## src/rtl/hazard_pkg.sv

```systemverilog
// hazard_pkg: forwarding select codes, load-FSM states and counter widths
package hazard_pkg;
   typedef logic [1:0] fwd_t;
   localparam fwd_t FWD_RF  = 2'b00;
   localparam fwd_t FWD_EXM = 2'b10;
   localparam fwd_t FWD_MWB = 2'b01;
   localparam fwd_t FWD_WB  = 2'b11;
   typedef enum logic {RUN, LD_WAIT} ld_state_e;
   localparam int LD_CW = 2;
   localparam int MD_CW = 4;
endpackage

```

## src/rtl/hazard_unit_if.sv

```systemverilog
// hazard_unit_if: pipeline-side stage info in, forwarding/stall controls out
interface hazard_unit_if #(parameter int REG_AW = 5);
   logic              id_valid;
   logic [REG_AW-1:0] id_rs, id_rt;
   logic              id_uses_rs, id_uses_rt, id_alusrc, id_is_store;
   logic              id_md_start, id_reads_hilo;
   logic [REG_AW-1:0] ex_rd, mem_rd, wb_rd;
   logic              ex_regwrite, mem_regwrite, wb_regwrite, ex_memread;
   logic [1:0]        fwd_a, fwd_b, fwd_store;
   logic              stall_if, stall_id, flush_ex, md_busy;
   modport master (
      output id_valid, id_rs, id_rt, id_uses_rs, id_uses_rt, id_alusrc, id_is_store,
             id_md_start, id_reads_hilo, ex_rd, mem_rd, wb_rd,
             ex_regwrite, mem_regwrite, wb_regwrite, ex_memread,
      input  fwd_a, fwd_b, fwd_store, stall_if, stall_id, flush_ex, md_busy
   );
   modport slave (
      input  id_valid, id_rs, id_rt, id_uses_rs, id_uses_rt, id_alusrc, id_is_store,
             id_md_start, id_reads_hilo, ex_rd, mem_rd, wb_rd,
             ex_regwrite, mem_regwrite, wb_regwrite, ex_memread,
      output fwd_a, fwd_b, fwd_store, stall_if, stall_id, flush_ex, md_busy
   );
endinterface

```

## src/rtl/hazard_unit_fwd_sel.sv

```systemverilog
// fwd_sel: priority match of one source register against EX/MEM, MEM/WB and WB
module fwd_sel
   import hazard_pkg::*;
#(
   parameter int REG_AW = 5
) (
   input  logic              en_i,
   input  logic [REG_AW-1:0] src_i,
   input  logic [REG_AW-1:0] ex_rd_i,
   input  logic              ex_we_i,
   input  logic [REG_AW-1:0] mem_rd_i,
   input  logic              mem_we_i,
   input  logic [REG_AW-1:0] wb_rd_i,
   input  logic              wb_we_i,
   output fwd_t              sel_o
);
   logic ex_hit, mem_hit, wb_hit;
   assign ex_hit  = ex_we_i  & (ex_rd_i  != '0) & (ex_rd_i  == src_i);
   assign mem_hit = mem_we_i & (mem_rd_i != '0) & (mem_rd_i == src_i);
   assign wb_hit  = wb_we_i  & (wb_rd_i  != '0) & (wb_rd_i  == src_i);
   assign sel_o = !en_i   ? FWD_RF  :
                  ex_hit  ? FWD_EXM :
                  mem_hit ? FWD_MWB :
                  wb_hit  ? FWD_WB  : FWD_RF;
endmodule

```

## src/rtl/hazard_unit.sv

```systemverilog
// hazard_unit: operand forwarding, load-use stall FSM and mult/div busy interlock
module hazard_unit
   import hazard_pkg::*;
#(
   parameter int REG_AW   = 5,
   parameter int LOAD_LAT = 1,
   parameter int MD_LAT   = 4
) (
   input logic         clk,
   input logic         rst,
   hazard_unit_if.slave hu
);
   ld_state_e        state_q, state_d;
   logic [LD_CW-1:0] ld_cnt_q, ld_cnt_d;
   logic [MD_CW-1:0] md_cnt_q, md_cnt_d;
   logic             ok, load_hazard, md_hazard, md_busy, stall, ld_match;
   // rst is active-low: every output is gated while it is held low
   assign ok = rst & hu.id_valid;
   fwd_sel #(.REG_AW(REG_AW)) u_rs (
      .en_i(ok & hu.id_uses_rs), .src_i(hu.id_rs),
      .ex_rd_i(hu.ex_rd), .ex_we_i(hu.ex_regwrite),
      .mem_rd_i(hu.mem_rd), .mem_we_i(hu.mem_regwrite),
      .wb_rd_i(hu.wb_rd), .wb_we_i(hu.wb_regwrite),
      .sel_o(hu.fwd_a)
   );
   fwd_sel #(.REG_AW(REG_AW)) u_rt (
      .en_i(ok & hu.id_uses_rt & ~hu.id_alusrc), .src_i(hu.id_rt),
      .ex_rd_i(hu.ex_rd), .ex_we_i(hu.ex_regwrite),
      .mem_rd_i(hu.mem_rd), .mem_we_i(hu.mem_regwrite),
      .wb_rd_i(hu.wb_rd), .wb_we_i(hu.wb_regwrite),
      .sel_o(hu.fwd_b)
   );
   fwd_sel #(.REG_AW(REG_AW)) u_st (
      .en_i(ok & hu.id_is_store), .src_i(hu.id_rt),
      .ex_rd_i(hu.ex_rd), .ex_we_i(hu.ex_regwrite),
      .mem_rd_i(hu.mem_rd), .mem_we_i(hu.mem_regwrite),
      .wb_rd_i(hu.wb_rd), .wb_we_i(hu.wb_regwrite),
      .sel_o(hu.fwd_store)
   );
   assign ld_match = (hu.id_uses_rs & (hu.id_rs == hu.ex_rd)) |
                     ((hu.id_uses_rt | hu.id_is_store) & (hu.id_rt == hu.ex_rd));
   assign load_hazard = ok & hu.ex_memread & hu.ex_regwrite & (hu.ex_rd != '0) & ld_match;
   assign md_busy     = rst & (md_cnt_q != '0);
   assign md_hazard   = ok & md_busy & (hu.id_reads_hilo | hu.id_md_start);
   assign stall       = load_hazard | (rst & (state_q == LD_WAIT)) | md_hazard;
   assign hu.stall_if = stall;
   assign hu.stall_id = stall;
   assign hu.flush_ex = stall;
   assign hu.md_busy  = md_busy;
   always_comb begin
      state_d  = state_q;
      ld_cnt_d = ld_cnt_q;
      if (state_q == RUN) begin
         if (load_hazard && LOAD_LAT > 1) begin
            state_d  = LD_WAIT;
            ld_cnt_d = LD_CW'(LOAD_LAT - 1);
         end
      end else begin
         ld_cnt_d = (ld_cnt_q != '0) ? ld_cnt_q - LD_CW'(1) : ld_cnt_q;
         state_d  = (ld_cnt_q <= LD_CW'(1)) ? RUN : LD_WAIT;
      end
   end
   // a stalled md_start is not an issue, so it must not reload the counter
   assign md_cnt_d = (ok & hu.id_md_start & ~stall) ? MD_CW'(MD_LAT) :
                     (md_cnt_q != '0)               ? md_cnt_q - MD_CW'(1) : md_cnt_q;
   always_ff @(posedge clk) begin
      if (!rst) begin
         state_q  <= RUN;
         ld_cnt_q <= '0;
         md_cnt_q <= '0;
      end else begin
         state_q  <= state_d;
         ld_cnt_q <= ld_cnt_d;
         md_cnt_q <= md_cnt_d;
      end
   end
endmodule

```

## src/flat_wrapper.sv

```systemverilog
// flat-port wrapper written by rule: the top's interface ports become plain ports
module hazard_unit_flat import hazard_pkg::*;
#(
   parameter int REG_AW   = 5,
   parameter int LOAD_LAT = 1,
   parameter int MD_LAT   = 4
)
  (clk, rst, hu_id_valid, hu_id_rs, hu_id_rt, hu_id_uses_rs, hu_id_uses_rt, hu_id_alusrc, hu_id_is_store, hu_id_md_start, hu_id_reads_hilo, hu_ex_rd, hu_mem_rd, hu_wb_rd, hu_ex_regwrite, hu_mem_regwrite, hu_wb_regwrite, hu_ex_memread, hu_fwd_a, hu_fwd_b, hu_fwd_store, hu_stall_if, hu_stall_id, hu_flush_ex, hu_md_busy);
  hazard_unit_if #(.REG_AW(REG_AW)) hu_i ();
  input logic clk;
  input logic rst;
  input wire logic [$bits(hu_i.id_valid)-1:0] hu_id_valid;
  input wire logic [$bits(hu_i.id_rs)-1:0] hu_id_rs;
  input wire logic [$bits(hu_i.id_rt)-1:0] hu_id_rt;
  input wire logic [$bits(hu_i.id_uses_rs)-1:0] hu_id_uses_rs;
  input wire logic [$bits(hu_i.id_uses_rt)-1:0] hu_id_uses_rt;
  input wire logic [$bits(hu_i.id_alusrc)-1:0] hu_id_alusrc;
  input wire logic [$bits(hu_i.id_is_store)-1:0] hu_id_is_store;
  input wire logic [$bits(hu_i.id_md_start)-1:0] hu_id_md_start;
  input wire logic [$bits(hu_i.id_reads_hilo)-1:0] hu_id_reads_hilo;
  input wire logic [$bits(hu_i.ex_rd)-1:0] hu_ex_rd;
  input wire logic [$bits(hu_i.mem_rd)-1:0] hu_mem_rd;
  input wire logic [$bits(hu_i.wb_rd)-1:0] hu_wb_rd;
  input wire logic [$bits(hu_i.ex_regwrite)-1:0] hu_ex_regwrite;
  input wire logic [$bits(hu_i.mem_regwrite)-1:0] hu_mem_regwrite;
  input wire logic [$bits(hu_i.wb_regwrite)-1:0] hu_wb_regwrite;
  input wire logic [$bits(hu_i.ex_memread)-1:0] hu_ex_memread;
  output wire logic [$bits(hu_i.fwd_a)-1:0] hu_fwd_a;
  output wire logic [$bits(hu_i.fwd_b)-1:0] hu_fwd_b;
  output wire logic [$bits(hu_i.fwd_store)-1:0] hu_fwd_store;
  output wire logic [$bits(hu_i.stall_if)-1:0] hu_stall_if;
  output wire logic [$bits(hu_i.stall_id)-1:0] hu_stall_id;
  output wire logic [$bits(hu_i.flush_ex)-1:0] hu_flush_ex;
  output wire logic [$bits(hu_i.md_busy)-1:0] hu_md_busy;
  assign hu_i.id_valid = hu_id_valid;
  assign hu_i.id_rs = hu_id_rs;
  assign hu_i.id_rt = hu_id_rt;
  assign hu_i.id_uses_rs = hu_id_uses_rs;
  assign hu_i.id_uses_rt = hu_id_uses_rt;
  assign hu_i.id_alusrc = hu_id_alusrc;
  assign hu_i.id_is_store = hu_id_is_store;
  assign hu_i.id_md_start = hu_id_md_start;
  assign hu_i.id_reads_hilo = hu_id_reads_hilo;
  assign hu_i.ex_rd = hu_ex_rd;
  assign hu_i.mem_rd = hu_mem_rd;
  assign hu_i.wb_rd = hu_wb_rd;
  assign hu_i.ex_regwrite = hu_ex_regwrite;
  assign hu_i.mem_regwrite = hu_mem_regwrite;
  assign hu_i.wb_regwrite = hu_wb_regwrite;
  assign hu_i.ex_memread = hu_ex_memread;
  assign hu_fwd_a = hu_i.fwd_a;
  assign hu_fwd_b = hu_i.fwd_b;
  assign hu_fwd_store = hu_i.fwd_store;
  assign hu_stall_if = hu_i.stall_if;
  assign hu_stall_id = hu_i.stall_id;
  assign hu_flush_ex = hu_i.flush_ex;
  assign hu_md_busy = hu_i.md_busy;
  hazard_unit #(.REG_AW(REG_AW), .LOAD_LAT(LOAD_LAT), .MD_LAT(MD_LAT)) u_core (.clk(clk), .rst(rst), .hu(hu_i));
endmodule
```

## config.mk

```make
export PLATFORM = sky130hd
export DESIGN_NAME = hazard_unit_flat
export DESIGN_NICKNAME = d
export VERILOG_FILES = /design/src/rtl/hazard_pkg.sv /design/src/rtl/hazard_unit_if.sv /design/src/rtl/hazard_unit_fwd_sel.sv /design/src/rtl/hazard_unit.sv /design/src/flat_wrapper.sv
export SDC_FILE = /design/constraint.sdc
export NUM_CORES = 1
export LEC_CHECK = 0
export ABC_CLOCK_PERIOD_IN_PS = 1950
export CORE_MARGIN = 2
export CORE_UTILIZATION = 30
export CTS_BUF_LIST = sky130_fd_sc_hd__clkbuf_4
export DETAILED_ROUTE_END_ITERATION = 8
export HOLD_SLACK_MARGIN = 0.08
export PLACE_DENSITY = 0.66
export SLEW_MARGIN = 20
export SYNTH_ARGS = -nofsm -noshare
export SYNTH_HDL_FRONTEND = slang
export SYNTH_SLANG_ARGS = --single-unit
```

## constraint.sdc

```tcl
create_clock -name clk -period 1.95 [get_ports clk]
set_clock_uncertainty 0.2 [all_clocks]
set_input_delay 0.39 -clock clk [delete_from_list [all_inputs] [get_ports clk]]
set_output_delay 0.39 -clock clk [all_outputs]
set_load 0.01 [all_outputs]
```

; Yosys cells after proc, flatten, opt, wreduce, memory -nomap -nowiden
; Index checks and enable logic that the tools add are counted.
[op_classes]
n_addsub = 2
n_lt_le_gt_ge = 1
eq_ne = 8
mux = 12
bitwise_logic = 34
reduce_logical = 9
[op_table]
columns = operator, count
row1 = $eq A5 B5 Y1, 8
row2 = $and A1 B1 Y1, 26
row3 = $mux W2, 9
row4 = $reduce_bool A5 Y1, 3
row5 = $mux W3, 2
row6 = $or A1 B1 Y1, 5
row7 = $reduce_and A2 Y1, 2
row8 = $reduce_bool A2 Y1, 2
row9 = $reduce_bool A4 Y1, 1
row10 = $sub A4 B1 Y4 const B, 1
row11 = $not A1 Y1, 3
row12 = $le A2 B1 Y1 const B, 1
row13 = $reduce_or A2 Y1, 1
row14 = $sub A2 B1 Y2 const B, 1
row15 = $mux W1, 1
[totals]
regBits = 7
input_bits = 38
wordCells = 70

; Longest topological paths before layout
; Gate-level depths: netlist of run 1.
[depth]
word_depth = 10
mapped_depth = 7

; By module
; A second synthesis of run 1 with hierarchy kept.
[hier_totals]
hier_cells = 177
area_unflattened_um2 = 1338.8
[modules_own_cells]
columns = module, instances, cells_each, area_per_inst_um2
row1 = fwd_sel, 3, 36, 254.0
row2 = hazard_unit, 1, 69, 576.8

; Worst setup path before layout of run 1
; No wires, ideal clock.
[synth_path]
path_type = input port to output port
start = in hu_ex_rd[0]
end = out hu_stall_id
arrival_time_ns = 1.524
required_time_ns = 1.360
path_slack_ns = -0.164
path_stages = 5
path_buffers = 1
cell_sequence = or4_4 o21ai_4 nand4b_2 nand2_1 buf_4
[synth_between]
elab_chain_cells = 6
word_cells_on_any_way = 10
classes_between = eq/ne: 2 / bitwise: 7 / reduce/logical: 1
[synth_rtl]
columns = item, line_no
row1 = from (decl), flat_wrapper.sv:21  ; input wire logic [$bits(hu_i.ex_rd)-1:0] hu_ex_rd;
row2 = $eq A5 B5 Y1 (on tied branches), "hazard_unit.sv:40, hazard_unit.sv:41"
row3 = $and A1 B1 Y1 (on tied branches), "hazard_unit.sv:40, hazard_unit.sv:41"
row4 = $or A1 B1 Y1, hazard_unit.sv:40  ; assign ld_match = (hu.id_uses_rs & (hu.id_rs == hu.ex_rd)) |
row5 = $and A1 B1 Y1 (*), hazard_unit.sv:42  ; assign load_hazard = ok & hu.ex_memread & hu.ex_regwrite & (hu.ex_rd != '0) & ld_match;
row6 = $or A1 B1 Y1 (*) (2 in series), hazard_unit.sv:45  ; assign stall = load_hazard | (rst & (state_q == LD_WAIT)) | md_hazard;
row7 = to (decl), flat_wrapper.sv:32  ; output wire logic [$bits(hu_i.stall_id)-1:0] hu_stall_id;
; Mark *: on every way between the ends. The rest lies on a longest branch, timed or not.

; Final worst setup path of run 1
[layout_path]
start = in hu_mem_rd[0]
end = out hu_fwd_b[1]
[layout_between]
elab_chain_cells = 6
word_cells_on_any_way = 7
classes_between = eq/ne: 1 / mux: 3 / bitwise: 2 / reduce/logical: 1
[layout_rtl]
columns = item, line_no
row1 = from (decl), flat_wrapper.sv:22  ; input wire logic [$bits(hu_i.mem_rd)-1:0] hu_mem_rd;
row2 = $reduce_bool A5 Y1, hazard_unit_fwd_sel.sv:19  ; assign mem_hit = mem_we_i & (mem_rd_i != '0) & (mem_rd_i == src_i);
row3 = $and A1 B1 Y1, hazard_unit_fwd_sel.sv:19
row4 = $and A1 B1 Y1 (*), hazard_unit_fwd_sel.sv:19
row5 = $mux W2 (*), hazard_unit_fwd_sel.sv:23  ; mem_hit ? FWD_MWB :
row6 = $mux W2 (*), hazard_unit_fwd_sel.sv:22  ; ex_hit ? FWD_EXM :
row7 = $mux W2 (*), hazard_unit_fwd_sel.sv:21  ; assign sel_o = !en_i ? FWD_RF :
row8 = to (decl), flat_wrapper.sv:29  ; output wire logic [$bits(hu_i.fwd_b)-1:0] hu_fwd_b;
; Marked as above.

==> results of run 1 <==
-- worst reg2reg max path: stages, from the launching register on --
cell,delay [ns]
dfxtp_2,0.34
inv_2,0.05
ha_4,0.15
nor3b_4,0.15
buf_6,0.13
and3b_1,0.16
and2_1,0.16
a22o_1,0.17
-- power breakdown --
| part | internal (mW) | switching [mW] |
|---|---|---|
| clock | 0.0923 | 0.0583 |
| combinational | 0.406 | 0.318 |
| sequential | 0.181 | 0.0287 |
-- sequential cells by signal, indices dropped and copies added, names as in the netlist --
signal,flops
u_core.ld_cnt_q,2
u_core.md_cnt_q,4
u_core.state_q,1
-- cells by family (layout without fill, tap and decap cells) --
| kind of cell | after synthesis | count (layout) | synth area share [%] |
|---|---|---|---|
| compound gates | 16 | 16 | 11.78 |
| fa+ha+maj | 3 | 3 | 4.110 |
| simple gates | 54 | 54 | 34.25 |
| buf+inv | 7 | 94 | 3.697 |
| xor+xnor | 31 | 31 | 29.73 |
| mux | 1 | 1 | 1.096 |
| flops | 7 | 7 | 15.34 |
-- final timing paths --
check                                         from                 end  slack (ns)  cells past startpoint
worst min register to register  u_core.ld_cnt_q[1]  u_core.ld_cnt_q[1]        0.34                      1
worst min-delay path            u_core.ld_cnt_q[1]  u_core.ld_cnt_q[1]        0.34                      1
worst max-delay path                  hu_mem_rd[0]         hu_fwd_b[1]       -0.38                      8
worst max register to register  u_core.md_cnt_q[1]  u_core.md_cnt_q[2]        0.34                      7
-- cells in the final DEF, fill, tap and decap left out, types with 4 or more instances in the layout --
cell              n
buf_6            26
buf_4            23
buf_2            21
xnor2_2          16
clkdlybuf4s50_1  10
nand2_1           9
xnor2_1           8
nor2_1            7
xor2_1            6
or4_4             5
o21ai_0           5
dfxtp_1           5
nand4_1           4
nand3_1           4
clkbuf_4          4
-- cell type report --
class	instances	area share, %
clock buffers	4	1.516
flip-flops and latches	7	7.202
well taps	33	2.085
multi-input cells	105	52.18
repair buffers	86	36.26
inverters	4	0.7581
-- through the flow --
stage | utilization [%] | worst slack (ns) | hold WS [ns]
2_1_floorplan | - | -0.1172 | 0.2788
3_3_place_gp | 56.01 | -1.092 | 0.2985
3_5_place_dp | 56.01 | -1.127 | 0.3241
4_1_cts | 64.62 | -0.4026 | 0.3361
5_1_grt | 66.51 | -0.4228 | 0.3482
6_report | 66.51 | -0.3763 | 0.3352
-- metal layers --
layer / vias to the layer above / track usage (%) / part of all wire [%]
li1: 597 / - / -
met1: 570 / 24.77 / 40
met2: 42 / 41.43 / 54
met3: 4 / 1.965 / 4.3
met4: 0 / 8.442 / 1.0
met5: - / 0 / 0
-- timing repair --
| item | CTS | global route |
|---|---|---|
| setup endpoints to repair | 13 | 13 |
| gates cloned | 0 | 0 |
| gates resized for setup | 192 | 24 |
| pin swaps | 33 | 18 |
| hold endpoints to repair | 0 | 0 |
| buffers inserted | 9 | 0 |
==> impl_metrics.ini, run 1 <==
[status]
outcome = finished, violations left
violations = setup timing

[sta]
finalSetupTns_ns = -2.722
period_share_pct = 119.3
fin_ws_ns = -0.3763
slew_headroom_pct = 76.32
max_freq_ghz = 0.4299
min_period_ns = 2.326
rsz0062_at_grt = yes
worst_pin_slew_ns = 0.3525
setup_viol = 9
hold_violations = 0
drv_slew = 0

[setup_path]
worst_setup_path_end_kind = output port
critPathMaxStageDelay_ns = 0.44
worst-setup-path-type = input port to output port
crit_chain = buf_8 -> buf_6 -> or4_4 -> o21ai_4 -> or4_4 -> a2bb2oi_2 -> nor2_1 -> buf_2
arrival_ns = 1.74
cp_common_cell = or4_4
cp-start-kind = input port
timing.critical_path.max_delay_family = simple AND/OR/NAND/NOR gates
crit_buf_inv = 3
critPathRequiredTime_ns = 1.36
critPathMaxFanout = 2
cpMaxStageDelayCell = or4_4

[clocking]
cts_inserted_buffers = 3
htreeDepth = 1
cts_hold_buf = 0
clk_pin_slew_ns = 0.05
clockBufferDepth = 2
clock_latency_ns = 0.26
cts-root-buf = clkbuf_4
clock-sinks = 7
cts_tree = built

[layout]
layout.cells.non_filler = 239
fillCellCount = 227
n_antenna_cell = 0
area_growth_pct = 116.8
multi_input_area_sq_um = 1033
final_nets = 248
regArea_sq_um = 142.6
final_area_sq_um = 1981
drive_above_1_share_pct = 59.71

[logic_synthesis]
synth.net_count = 160
ys_seq_area_share_pct = 15.34
yosys_warnings = 0
syn-cell-area_sq_um = 913.4
netlist_instances = 119
syn_avg_cell_area_sq_um = 7.675
yosys-top-cells-area = xnor2_1 (23%), dfxtp_1 (15%), xor2_1 (6.7%), nand2_1 (4.5%), ha_1 (4.1%)
yosysTopAreaCell = xnor2_1
synth_top_area_share_pct = 23.01
synth.most_common_cell = xnor2_1
synthArstFlopShare_pct = 0
synth_cell_types = 34
dominantRegCellSynth = dfxtp_1
synth_edf_count = 0
synth.top_cells.by_count = xnor2_1 (24), nand2_1 (11), nor2_1 (9), dfxtp_1 (7), xor2_1 (7)
ys_ff_latch = 7

[grt]
overflow = 0
grt_first_pass_wirelength_mm = 5.740
grt_max_degree = 11
antenna_found_initial = 0
track_usage_pct = 21.80
grt_pass1_vias = 1319

[pwr]
p_total_mw = 1.084
power_density_nw_per_um2 = 547.4
p_leak_nw = 0.8842
ir_drop_uv = 229.4

[min_path]
holdCritPathClass = flip-flop to flip-flop

[drt]
drt_wl_total_mm = 3.704
drtIter0Drc = 28
vias = 1213
remaining_drc_errors = 0
vias_per_cell = 5.075
firstDrtPassIters = 4
wl_per_cell_um = 15.50
ant_nets = 0

[floorplan]
start_util_pct = 30.67
die_y_um = 59.18
pin_count = 48
row_count = 20
die_w_um = 59.18
coreArea_sq_um = 2978
floorplan.die_area_sq_um = 3502

[place]
dp_hpwl_mm = 2.665
post-place-cells = 227
place_area_sq_um = 1668
place_congestion = 0.9511
numPortBuffers = 47

[flow_run]
max-cap-violations = 0
No activity file was read; power rests on OpenSTA's default activity.
==> run 2: changes to the inputs <==
- CTS_CLUSTER_SIZE: default -> 25
- SETUP_SLACK_MARGIN: default -> 0.3
==> impl_metrics.ini, run 2 (synthesized netlist as in run 1, its figures left out) <==
[layout]
final_nets = 253
area_growth_pct = 135.9
largest_register = u_core.md_cnt_q
drive_above_1_share_pct = 64.93
final_common_cell = buf_6
layout_common_cells = buf_6 (36), buf_4 (22), xnor2_2 (15), buf_2 (15), nand2_1 (9)
reg_top3 = u_core.md_cnt_q x4, u_core.ld_cnt_q x2, u_core.state_q x1
largest_reg_flops = 4
layout.cells.non_filler = 244
n_antenna_cell = 0
final_area_sq_um = 2155

[place]
place_area_sq_um = 1668
post-place-cells = 227
numPortBuffers = 47
dp_hpwl_mm = 2.665
place_congestion = 0.9511
dp_slack_ns = -1.127

[clocking]
cts-root-buf = clkbuf_4
clockBufferDepth = 2
cts_hold_buf = 0
clk_pin_slew_ns = 0.06
clock_latency_ns = 0.26
cts_inserted_buffers = 3
clock-sinks = 7
cts_tree = built
htreeDepth = 1

[drt]
vias = 1245
remaining_drc_errors = 0
vias_per_cell = 5.102
drt_wl_total_mm = 3.910
drtIter0Drc = 38
wl_per_cell_um = 16.02
firstDrtPassIters = 4
ant_nets = 0

[setup_path]
cp-start-kind = input port
cpMaxStageDelayCell = or4_4
critPathRequiredTime_ns = 1.36
cp_common_cell = or4_4
crit_chain = buf_8 -> buf_6 -> or4_4 -> o21ai_4 -> or4_4 -> a2bb2oi_2 -> nor2_1 -> buf_2
critPathMaxFanout = 2
arrival_ns = 1.83
worst-setup-path-type = input port to output port
worst_setup_path_end_kind = output port
critPathMaxStageDelay_ns = 0.45

[floorplan]
die_y_um = 59.18
start_util_pct = 30.67
coreArea_sq_um = 2978
row_count = 20
die_w_um = 59.18
floorplan.die_area_sq_um = 3502
pin_count = 48

[sta]
drv_slew = 0
worst_pin_slew_ns = 0.3684
fin_ws_ns = -0.4659
max_freq_ghz = 0.4139
finalSetupTns_ns = -2.956
slew_headroom_pct = 75.36
min_period_ns = 2.416
setup_viol = 9
hold_violations = 0
rsz0062_at_grt = yes
period_share_pct = 123.9

[grt]
overflow = 0
grt_pass1_vias = 1365
track_usage_pct = 22.13
grt_first_pass_wirelength_mm = 5.837
antenna_found_initial = 0
grt_max_degree = 9

[pwr]
power_density_nw_per_um2 = 573.5
p_leak_nw = 0.9679
p_total_mw = 1.236
ir_drop_uv = 240.3

[flow_run]
max-cap-violations = 0

[min_path]
holdCritPathClass = input port to flip-flop

[status]
outcome = finished, violations left
violations = setup timing
run 2: worst paths after layout:
check,depth (start not counted),startpoint,slack [ns],end
max,8,hu_mem_rd[0],-0.47,hu_fwd_store[1]
min,3,hu_id_valid,0.30,u_core.md_cnt_q[1]
max reg2reg,8,u_core.md_cnt_q[1],0.22,u_core.md_cnt_q[2]
min reg2reg,1,u_core.ld_cnt_q[1],0.34,u_core.ld_cnt_q[1]
run 2: timing repair:
| item | 4_1_cts | 5_1_grt |
|---|---|---|
| cloned | 0 | 0 |
| setup endpoints to repair | 13 | 13 |
| pin swaps | 38 | 22 |
| buffers inserted | 11 | 2 |
| gates resized for setup | 198 | 51 |
run 2: critical path: cells and delay by family:
family          cells  cell delay [ns]
simple gates        3             0.78
buf+inv             3             0.40
compound gates      2             0.26
run 2: cell type report:
cell class / instances / area (sq um)
flip-flops and latches: 7 / 142.6
inverters: 4 / 15.01
well taps: 33 / 41.29
repair buffers: 91 / 817.0
clock buffers: 4 / 30.03
fillers: 202 / 823.3
multi-input cells: 105 / 1109
run 2: metrics by stage:
step / utilization, % / hold WS (ns)
after global routing: 72.35 / 0.3206
after floorplan: - / 0.2788
after global placement: 56.01 / 0.2985
after CTS: 65.46 / 0.3361
after detailed placement: 56.01 / 0.3241
final: 72.35 / 0.2952
run 2: where the power goes:
| part | internal (mW) | switching [mW] | leakage (nW) |
|---|---|---|---|
| Combinational | 0.510 | 0.367 | 0.892 |
| Sequential | 0.181 | 0.0274 | 0.0578 |
| Clock | 0.0923 | 0.0588 | 0.0184 |
run 2: routing by layer:
| layer | global-route usage (%) | up-vias | wire length [um] |
|---|---|---|---|
| met5 | 0 | - | 0 |
| met4 | 9.416 | 0 | 83 |
| met3 | 3.057 | 8 | 187 |
| met2 | 43.17 | 46 | 2135 |
| met1 | 23.19 | 582 | 1503 |
| li1 | - | 609 | - |
==> run 3: changes to the inputs <==
- CAP_MARGIN: default -> 20
- SETUP_SLACK_MARGIN: 0.3 -> 0.5
==> impl_metrics.ini, run 3 (synthesized netlist as in run 1, its figures left out) <==
[status]
outcome = finished, violations left
violations = DRC, setup timing

[clocking]
clock_latency_ns = 0.26
cts_tree = built
cts-root-buf = clkbuf_4
clock-sinks = 7
cts_inserted_buffers = 3
clockBufferDepth = 2
clk_pin_slew_ns = 0.06
htreeDepth = 1

[floorplan]
die_w_um = 59.18
floorplan.die_area_sq_um = 3502
row_count = 20
die_y_um = 59.18
start_util_pct = 30.67
pin_count = 48
coreArea_sq_um = 2978

[setup_path]
arrival_ns = 1.76
reg2reg_depth = 9
worst-setup-path-type = input port to output port
worst_setup_path_end_kind = output port
critPathRequiredTime_ns = 1.36
cp-start-kind = input port
critPathMaxFanout = 4

[layout]
final_area_sq_um = 2068
largest_reg_flops = 4
layout.cells.non_filler = 239
fillCellCount = 224
largest_register = u_core.md_cnt_q
area_growth_pct = 126.4
final_nets = 248
n_antenna_cell = 0
post-route-util_pct = 69.45
final_common_cell = buf_6
reg_top3 = u_core.md_cnt_q x4, u_core.ld_cnt_q x2, u_core.state_q x1
drive_above_1_share_pct = 63.11
layout_common_cells = buf_6 (32), buf_4 (23), xnor2_2 (17)

[grt]
track_usage_pct = 20.13
grt_pass1_vias = 1244
grt_max_degree = 11
grt_first_pass_wirelength_mm = 5.319
antenna_found_initial = 0
overflow = 0

[pwr]
power_density_nw_per_um2 = 601.9
ir_drop_uv = 220.4
p_leak_nw = 0.9291

[drt]
ant_nets = 0
firstDrtPassIters = 6
vias_per_cell = 5.305
wl_per_cell_um = 15.77
remaining_drc_errors = 1
drt_wl_total_mm = 3.770
wl_met2_mm = 2.073
drtIter0Drc = 30
dr.max_layer_used = met4
wl_met3_um = 222
vias = 1268
wl_met1_mm = 1.317

[sta]
period_share_pct = 120.4
slew_headroom_pct = 80.13
max_freq_ghz = 0.4261
worst_pin_slew_ns = 0.2956
rsz0062_at_grt = yes
drv_slew = 0
fin_ws_ns = -0.3969
setup_viol = 13
min_period_ns = 2.347
hold_violations = 0

[place]
place_area_sq_um = 1654
dp_hpwl_mm = 2.614
place_congestion = 0.9867
numPortBuffers = 47
post-place-cells = 222

[min_path]
holdCritPathClass = flip-flop to flip-flop
hold_depth = 1

[flow_run]
max-cap-violations = 0
run 3: changes by cell type in the layout (fill, tap and decap cells not counted), sizes merged:
| cell | change |
|---|---|
| buf | -2 |
| clkinv | +1 |
| clkdlybuf4s50 | +1 |
| clkbuf | -4 |
| dlymetal6s2s | -1 |
run 3: what timing repair did:
action,in CTS,in global routing
cloned,0,0
hold buffers,0,0
resized for setup,186,54
buffers inserted,11,2
endpoints found under the setup margin,13,14
pin swaps,42,20
run 3: path summary, 6_finish.rpt:
| check | from | endpoint | slack (ns) |
|---|---|---|---|
| hold / removal | u_core.ld_cnt_q[1] | u_core.ld_cnt_q[1] | 0.33 |
| setup / recovery | hu_mem_rd[1] | hu_fwd_b[1] | -0.40 |
| hold reg to reg | u_core.ld_cnt_q[1] | u_core.ld_cnt_q[1] | 0.33 |
| setup reg to reg | u_core.md_cnt_q[0] | u_core.md_cnt_q[2] | 0.07 |
run 3: report_power, final:
group	switching, mW	leakage, nW	internal (mW)
clock	0.0626	0.0177	0.0754
combinational	0.369	0.854	0.524
sequential	0.0330	0.0578	0.181
run 3: layout make-up:
class | count | area (sq um) | area share, %
Clock buffer | 3 | 22.52 | 1.089
Clock inverter | 1 | 5.005 | 0.2420
Inverter | 4 | 15.01 | 0.7260
Multi-Input combinational cell | 105 | 1075 | 51.97
Sequential cell | 7 | 142.6 | 6.897
Tap cell | 33 | 41.29 | 1.996
Timing Repair Buffer | 86 | 767.0 | 37.08
run 3: metal layers:
layer / global-route usage [%] / up-vias
met5: 0 / -
met4: 5.195 / 0
met3: 1.965 / 22
met2: 41.11 / 67
met1: 21.41 / 584
li1: - / 595
run 3: critical path, cell delays in order:
cell	delay [ns]
buf_4	0.14
xnor2_2	0.15
nand2_1	0.11
or4_4	0.54
a2bb2oi_2	0.20
nor2_1	0.07
buf_2	0.15
run 3: metrics by stage:
| stage | TNS [ns] | power, mW | hold slack (ns) | setup WS (ns) |
|---|---|---|---|---|
| floorplan | -0.4307 | 0.5489 | 0.2720 | -0.1168 |
| CTS | -2.791 | 1.177 | 0.3258 | -0.3526 |
| global route | -3.619 | 1.341 | 0.3453 | -0.4085 |
| detailed placement | -10.81 | 0.8485 | 0.3110 | -1.124 |
| finish | -3.032 | 1.245 | 0.3268 | -0.3969 |
| global placement | -10.77 | 0.8239 | 0.3006 | -1.104 |
